`src/rtl/multi_cycle_controller.sv`:
```
// multi_cycle_controller
//   Main sequencing FSM of the multi-cycle MIPS core. It enables the opcode
//   decoders during DECODE and samples their one-hot class flags. It steps the
//   datapath through fetch / decode / execute / memory / write-back, and
//   counts retired instructions. An illegal or ambiguous opcode locks the
//   FSM in TRAP until reset.
//
// Ports
//   clk, rst            rising-edge clock, synchronous active-high reset
//   mem_ready           memory handshake, access completes when high
//   cond_true           branch comparison result (used in BRANCH only)
//   addi..jal, r_type   class flags from the I-type / R-type decoders
//   i_active            decoder enable (DECODE)
//   ir_write, pc_write  IR / PC load enables
//   pc_src              00 PC+4, 01 branch target, 10 jump target
//   mem_read/mem_write  memory strobes; mem_byte selects byte access
//   alu_src_b           00 rt, 01 sign-extended immediate
//   reg_write, reg_dst  register write enable; 00 rt, 01 rd, 10 $31
//   wb_sel              00 ALU, 01 memory, 10 PC+4
//   illegal             high in TRAP
//   retired             completed instruction count
//
// state   | meaning
// --------+---------------------------------------------
// FETCH   | read instruction, load IR and PC+4 on ready
// DECODE  | enable decoders, latch instruction class
// ADDR    | compute load/store address
// MEM_RD  | load data read, wait for ready
// MEM_WR  | store data write, wait for ready
// WB_MEM  | write loaded data to rt
// EXEC_I  | ALU op with immediate operand
// EXEC_R  | ALU op with register operand
// WB_ALU  | write ALU result to rt or rd
// BRANCH  | conditional PC load with branch target
// JUMP    | PC load with jump target, jal links $31
// TRAP    | illegal opcode, absorbing until reset

module multi_cycle_controller (
  input  logic        clk,
  input  logic        rst,
  input  logic        mem_ready,
  input  logic        cond_true,
  input  logic        addi,
  input  logic        addiu,
  input  logic        andi,
  input  logic        xori,
  input  logic        ori,
  input  logic        slti,
  input  logic        lui,
  input  logic        beq,
  input  logic        bne,
  input  logic        blez,
  input  logic        bgtz,
  input  logic        bgez,
  input  logic        lw,
  input  logic        lb,
  input  logic        sw,
  input  logic        sb,
  input  logic        r_type,
  input  logic        j,
  input  logic        jal,
  output logic        i_active,
  output logic        ir_write,
  output logic        pc_write,
  output logic [1:0]  pc_src,
  output logic        mem_read,
  output logic        mem_write,
  output logic        mem_byte,
  output logic [1:0]  alu_src_b,
  output logic        reg_write,
  output logic [1:0]  reg_dst,
  output logic [1:0]  wb_sel,
  output logic        illegal,
  output logic [31:0] retired
);

  typedef enum logic [3:0] {
    FETCH, DECODE, ADDR, MEM_RD, MEM_WR, WB_MEM,
    EXEC_I, EXEC_R, WB_ALU, BRANCH, JUMP, TRAP
  } state_t;

  state_t      state, state_nxt;
  logic        cls_load, cls_byte, cls_link, cls_rd;
  logic [31:0] retired_q;
  logic        retire;
  logic [18:0] flags;
  logic        is_mem, is_alu_i, is_branch, is_jump;

  assign flags = {addi, addiu, andi, xori, ori, slti, lui,
                  beq, bne, blez, bgtz, bgez,
                  lw, lb, sw, sb, r_type, j, jal};

  assign is_mem    = lw | lb | sw | sb;
  assign is_alu_i  = addi | addiu | andi | xori | ori | slti | lui;
  assign is_branch = beq | bne | blez | bgtz | bgez;
  assign is_jump   = j | jal;

  always_ff @(posedge clk) begin
    if (rst) begin
      state     <= FETCH;
      cls_load  <= 1'b0;
      cls_byte  <= 1'b0;
      cls_link  <= 1'b0;
      cls_rd    <= 1'b0;
      retired_q <= 32'd0;
    end else begin
      state <= state_nxt;
      if (state == DECODE) begin
        cls_load <= lw | lb;
        cls_byte <= lb | sb;
        cls_link <= jal;
        cls_rd   <= r_type;
      end
      if (retire)
        retired_q <= retired_q + 32'd1;
    end
  end

  always_comb begin
    state_nxt = state;
    retire    = 1'b0;
    unique case (state)
      FETCH:  if (mem_ready) state_nxt = DECODE;
      DECODE: begin
        // exactly one class flag must be set; anything else is a trap
        if (!$onehot(flags))  state_nxt = TRAP;
        else if (is_mem)      state_nxt = ADDR;
        else if (is_alu_i)    state_nxt = EXEC_I;
        else if (r_type)      state_nxt = EXEC_R;
        else if (is_branch)   state_nxt = BRANCH;
        else if (is_jump)     state_nxt = JUMP;
        else                  state_nxt = TRAP;
      end
      ADDR:   state_nxt = cls_load ? MEM_RD : MEM_WR;
      MEM_RD: if (mem_ready) state_nxt = WB_MEM;
      MEM_WR: if (mem_ready) begin
        state_nxt = FETCH;
        retire    = 1'b1;
      end
      WB_MEM, WB_ALU, BRANCH, JUMP: begin
        state_nxt = FETCH;
        retire    = 1'b1;
      end
      EXEC_I, EXEC_R: state_nxt = WB_ALU;
      TRAP:   state_nxt = TRAP;
      default: state_nxt = TRAP;
    endcase
  end

  always_comb begin
    i_active  = 1'b0;
    ir_write  = 1'b0;
    pc_write  = 1'b0;
    pc_src    = 2'b00;
    mem_read  = 1'b0;
    mem_write = 1'b0;
    mem_byte  = 1'b0;
    alu_src_b = 2'b00;
    reg_write = 1'b0;
    reg_dst   = 2'b00;
    wb_sel    = 2'b00;
    illegal   = 1'b0;
    // reset blanks every output, even in the cycle before the state clears
    if (!rst) begin
      unique case (state)
        FETCH: begin
          mem_read = 1'b1;
          ir_write = mem_ready;
          pc_write = mem_ready;
        end
        DECODE: i_active = 1'b1;
        ADDR, EXEC_I: alu_src_b = 2'b01;
        MEM_RD: begin
          mem_read = 1'b1;
          mem_byte = cls_byte;
        end
        MEM_WR: begin
          mem_write = 1'b1;
          mem_byte  = cls_byte;
        end
        WB_MEM: begin
          reg_write = 1'b1;
          wb_sel    = 2'b01;
        end
        WB_ALU: begin
          reg_write = 1'b1;
          reg_dst   = cls_rd ? 2'b01 : 2'b00;
        end
        BRANCH: begin
          pc_src   = 2'b01;
          pc_write = cond_true;
        end
        JUMP: begin
          pc_write = 1'b1;
          pc_src   = 2'b10;
          if (cls_link) begin
            reg_write = 1'b1;
            reg_dst   = 2'b10;
            wb_sel    = 2'b10;
          end
        end
        TRAP: illegal = 1'b1;
        default: ;
      endcase
    end
  end

  assign retired = rst ? 32'd0 : retired_q;

endmodule

```
`config.mk`:
```
export PLATFORM = sky130hd
export DESIGN_NAME = multi_cycle_controller
export DESIGN_NICKNAME = d
export VERILOG_FILES = /design/src/rtl/multi_cycle_controller.sv
export SDC_FILE = /design/constraint.sdc
export NUM_CORES = 1
export LEC_CHECK = 0
export ABC_AREA = 1
export CORE_ASPECT_RATIO = 1.2
export CORE_MARGIN = 4
export CORE_UTILIZATION = 53
export DETAILED_ROUTE_END_ITERATION = 10
export GPL_TIMING_DRIVEN = 0
export PLACE_DENSITY = 0.82
export SLEW_MARGIN = 20
export SYNTH_ARGS = -nofsm -noshare
export SYNTH_HDL_FRONTEND = slang
export SYNTH_SLANG_ARGS = --single-unit
```
`constraint.sdc`:
```
create_clock -name clk -period 11.88 [get_ports clk]
set_input_delay 2.376 -clock clk [delete_from_list [all_inputs] [get_ports clk]]
set_output_delay 2.376 -clock clk [all_outputs]
set_load 0.01 [all_outputs]
```
---- Yosys cells after proc, flatten, opt, wreduce, memory -nomap -nowiden ----
Index checks and enable logic that the tools add are counted.
cells by class
  divide/modulo/power cells ............... 0
  $mul .................................... 0
  $lt $le $gt $ge ......................... 0
  bitwise logic cells ..................... 15
  mux-type cells .......................... 41
  reduce and logical (&&, ||, !) cells .... 8
  shifts and indexed selects .............. 0
  equality and inequality tests ........... 15
  add/sub/neg operators ................... 19
operators by type and width
  kind                                                                   count
  32-bit by 1-bit adder with 32-bit output, second input constant        1
  32-bit two-way mux                                                     1
  4-bit two-way mux                                                      7
  4-bit case mux with 7 select lines                                     1
  1-bit two-way mux                                                      20
  1-bit by 1-bit adder with 2-bit output                                 9
  4-bit by 3-bit equality test with 1-bit output, second input constant  4
  4-bit equality test, second input constant                             4
  1-bit OR                                                               15
  2-bit by 2-bit adder with 3-bit output                                 4
  2-bit case mux with 2 select lines                                     3
  2-bit two-way mux                                                      5
  2-bit OR reduction                                                     5
  3-bit by 3-bit adder with 4-bit output                                 2
  4-bit by 2-bit equality test with 1-bit output, second input constant  2
  2-bit != test, second input constant                                   3
  4-bit by 4-bit adder with 5-bit output                                 1
  5-bit by 3-bit adder with 5-bit output                                 1
  5-bit by 1-bit equality test with 1-bit output, second input constant  1
  4-bit by 1-bit equality test with 1-bit output, second input constant  1
  4-bit logical NOT                                                      1
  1-bit case mux with 2 select lines                                     2
  4-bit OR reduction                                                     1
  2-bit by 1-bit adder with 3-bit output                                 1
  3 further kinds                                                        3
word-level totals
  register bits ........................... 40
  bits in writable memories ............... 0
  bits in latches ......................... 0
  ROM bits ................................ 0
  output and inout port bits .............. 48
  memories ................................ 0

---- Longest topological paths before layout ----
  word-level depth ........................ 10
  mapped depth ............................ 20
  gate-level depth less buffers ........... 20

---- Worst setup path before layout ----
No wires, ideal clock.
  path type ............................... input-to-reg
  start ................................... in slti
  end ..................................... reg state[1]
  buffers on the path ..................... 0
  path slack .............................. 5515 ps
  setup time .............................. 120 ps
  stages on the path ...................... 19
  data arrival time ....................... 6245 ps
  cells stage by stage .................... inv_1 > fa_1 > inv_1 > fa_1 > fa_1 > inv_1 > fa_1 > fa_1 > fa_1 > inv_1 > fa_1 > inv_1 > nand3_1 > nor2_1 > nand2_1 > inv_1 > nand4_1 > nand2_1 > a21oi_1
between the ends
  longest elaborated chain between the ends .. 8
ends and longest elaborated chain
  element                                                       RTL line  source
  start: declaration                                            48        input logic slti,
  1-bit by 1-bit adder with 2-bit output (implied by the code)  126       if (!$onehot(flags)) state_nxt = TRAP;
  2-bit by 2-bit adder with 3-bit output (implied by the code)  126
  3-bit by 3-bit adder with 4-bit output (implied by the code)  126
  4-bit by 4-bit adder with 5-bit output (implied by the code)  126
  5-bit by 3-bit adder with 5-bit output (implied by the code)  126
  5-bit by 1-bit equality test with 1-bit output                126
  4-bit two-way mux (*)                                         126
  4-bit case mux with 7 select lines (*)                        122       unique case (state)
  end signal: assignment                                        107       state <= state_nxt;
  end: declaration                                              82        state_t state, state_nxt;
Every way passes the cells marked *; elsewhere a longest branch is shown, timed or not.
A chain may end at the register's enable or synchronous reset.

---- Worst setup path after layout ----
  start ................................... in slti
  end ..................................... reg state[2]
The elaborated chain is that of the path after synthesis.

==> reports/qor.csv <==
stage;metric;value;unit
floorplan;dieArea;7848;um^2
detailed_routing;drt-pass1-iter-count;6;
power_and_ir_drop;swShare;0.4664;
clock_tree;holdBufCountCts;0;
setup_path;crit_arrival;7.11;ns
placement;place_area;4223;um^2
floorplan;die_w;81.54;um
timing;final.min_clock_period;6.877;ns
placement;finalWeightedCongestion;0.9139;
hold_path;whs_endpoint;cls_rd;
power_and_ir_drop;combPwrFrac;0.563;
layout;drive_above_1_share;0.06959;
setup_path;cp_slowest_cell;fa_1;
clock_tree;clk_latency;0.31;ns
setup_path;regToRegEndpoint;retired_q[18];
layout;final_cell_mix;nand2_1 (155), nor2_1 (129), inv_1 (94);
clock_tree;cts_tree;built;
timing;tightest_slew;0.6973;ns
yosys;ys_types;31;
clock_tree;cts_max_path_buffers;2;
timing;slew_headroom;0.5352;
setup_path;cp_cell_sequence;clkdlybuf4s50_1 > inv_1 > fa_1 > inv_1 > fa_1 > fa_1 > inv_1 > fa_1 > fa_1 > fa_1 > inv_1 > fa_1 > inv_1 > nand3_1 > nor2_1 > nand4_1 > nand2_1 > nand2_1 > a21oi_1;
yosys;synth_area_per_cell;5.880;um^2
detailed_routing;vias_per_cell;5.167;
yosys;synth_nets;630;
power_and_ir_drop;p_int;326.3;uW
setup_path;path_max_fanout;2;
placement;hpwlAfterDp;8164;um
clock_tree;clk_pin_slew_worst_paths;0.08;ns
placement;pre_cts_ws;4.688;ns
yosys;postSynthCellCount;585;
status;status;complete, no violations;
timing;fin_ws;5.003;ns
clock_tree;postCtsSetupBuffers;0;
floorplan;core;6167;um^2
timing;skew;0.009539;ns
hold_path;hp-class;register to register;
floorplan;ios;71;
global_route;grt_pass1_vias;3711;
yosys;synth-edff-count;0;
timing;rsz0062_at_grt;no;
timing;fmaxAchievable;145.4;MHz
power_and_ir_drop;power.share.clock;0.168;
power_and_ir_drop;leakage;0.001775;uW
setup_path;path_class;primary input to register;
detailed_routing;wl_per_cell;13.75;um
power_and_ir_drop;power.share.sequential;0.270;
setup_path;reg2reg_depth;8;
layout;regArea;800.8;um^2
layout;multi_input_area;2152;um^2
timing;hold_viol;0;
yosys;ys_async_sr_fraction;0;
global_route;antenna_found_initial;0;
hold_path;holdPathStages;2;
global_route;groute.usage.overall;0.2804;
detailed_routing;vias;3839;
clock_tree;clock-sinks;40;
setup_path;critPathLaunchType;primary input;
run;maxCapViolCount;0;
clock_tree;cts_root_buf;clkbuf_8;
timing;setup_viol;0;
placement;io_buffers;68;
clock_tree;cts_resized;0;
setup_path;critPathMaxStageDelay;0.54;ns
floorplan;start_util;0.5577;
yosys;yosysWarningCount;0;
power_and_ir_drop;powerDensity;141.7;nW/um^2
timing;slew_viol_final;0;
detailed_routing;wl;10210;um
yosys;ys_ff_latch;40;
global_route;grt_first_pass_wirelength;16810;um
clock_tree;htreeDepth;2;
floorplan;fp.dieH;96.25;um
layout;final_area;4317;um^2
yosys;netlist_area;3440;um^2
setup_path;crit_path_end_kind;register;
setup_path;reg2reg_from;retired_q[0];
layout;layout_commonest_cell;nand2_1;
yosys;ys.flop_type;dfxtp_1;
layout;n_fill_cell;557;
layout;nets;705;
timing;fin_tns_setup;0;ns
layout;area_delta_synth_final;25.50;%
layout;antenna_cells;0;
setup_path;cp_common_cell;fa_1;
setup_path;r2r_slack;10.08;ns
floorplan;row_count;31;
yosys;seq_area_frac_synth;0.2328;
detailed_routing;drtIter0Drc;253;
setup_path;required;12.11;ns
timing;holdWs;0.4651;ns
detailed_routing;antenna_left;0;
hold_path;hp-start;cls_rd;
setup_path;critPathLaunch;slti;
power_and_ir_drop;ir_drop;0.1172;mV
global_route;grt_max_degree;13;
global_route;gr-total-overflow;0;
power_and_ir_drop;switching_power;285.3;uW
power_and_ir_drop;power;611.6;uW
timing;fin_crit_sh;0.5789;
detailed_routing;drc;0;
clock_tree;cts_buffers;5;
[final cells by class]
cell class | count | area share
flip-flops and latches | 40 | 0.1855
multi-input cells | 430 | 0.4985
well taps | 82 | 0.02377
repair buffers | 68 | 0.1577
plain buffers | 18 | 0.02841
clock inverters | 1 | 0.001739
clock buffers | 7 | 0.02000
inverters | 97 | 0.08435
[cells in the mapped netlist (2+ instances only)]
library cell,instances,share of area
nand2_1,155,0.17
nor2_1,129,0.14
inv_1,94,0.10
dfxtp_1,40,0.23
nand3_1,34,0.049
a21oi_1,22,0.032
o21ai_0,15,0.022
fa_1,13,0.076
nand4_1,11,0.020
nand2_2,10,0.018
a21oi_2,9,0.023
ha_1,9,0.033
clkbuf_1,7,0.0076
nor2_2,6,0.011
nor3_1,6,0.0087
buf_4,5,0.011
and3_1,3,0.0055
inv_2,3,0.0033
buf_1,2,0.0022
[through the flow]
stage,std cells,utilization
final,743,0.6999
after global routing,743,0.6999
after CTS,743,0.6999
after detailed placement,735,0.6847
after global placement,735,0.6847
after floorplan,585,-
[sequential cells by signal (all words and copies together), names as in the netlist]
| register | flops |
|---|---|
| state | 4 |
| cls_load | 1 |
| cls_link | 1 |
| retired_q | 32 |
| cls_byte | 1 |
| cls_rd | 1 |
[routing by layer]
| layer | vias up | routed length, um | track usage |
|---|---|---|---|
| met4 | 0 | 430 | 0.1380 |
| met5 | - | 0 | 0 |
| met3 | 34 | 490 | 0.03558 |
| met1 | 1736 | 4085 | 0.3096 |
| met2 | 138 | 5206 | 0.5190 |
| li1 | 1931 | - | - |
[power groups by stage]
| stage | registers [uW] | clock network, uW | logic [uW] |
|---|---|---|---|
| after CTS | 164 | 102 | 343 |
| after floorplan | 163 | 0 | 241 |
| after detailed placement | 167 | 0 | 341 |
| after global placement | 168 | 0 | 332 |
| final | 165 | 103 | 344 |
| after global routing | 166 | 108 | 383 |
[logic make-up (layout without fill, tap and decap cells)]
| family | Yosys count | in the layout | synth area share |
|---|---|---|---|
| simple gates | 357 | 357 | 0.4314 |
| buf+inv | 115 | 191 | 0.1415 |
| compound gates | 49 | 49 | 0.08221 |
| flops | 40 | 40 | 0.2328 |
| fa+ha+maj | 22 | 22 | 0.1084 |
| other cells | 1 | 1 | 0.001090 |
| xor+xnor | 1 | 1 | 0.002547 |
[worst max-delay path by stage]
stage	end	depth (start not counted)
global placement	state[2]	19
CTS	state[2]	19
finish	state[2]	19
floorplan	state[1]	19
global route	state[2]	19
detailed placement	state[2]	19
[worst max-delay path: cells and delay by family]
family | cells | cell delay (ns)
buffers and inverters | 6 | 0.82
AOI/OAI and AO/OA | 1 | 0.12
adders and majority gates | 7 | 3.27
and+or+nand+nor | 5 | 0.55
No activity file was read; power rests on OpenSTA's default activity.
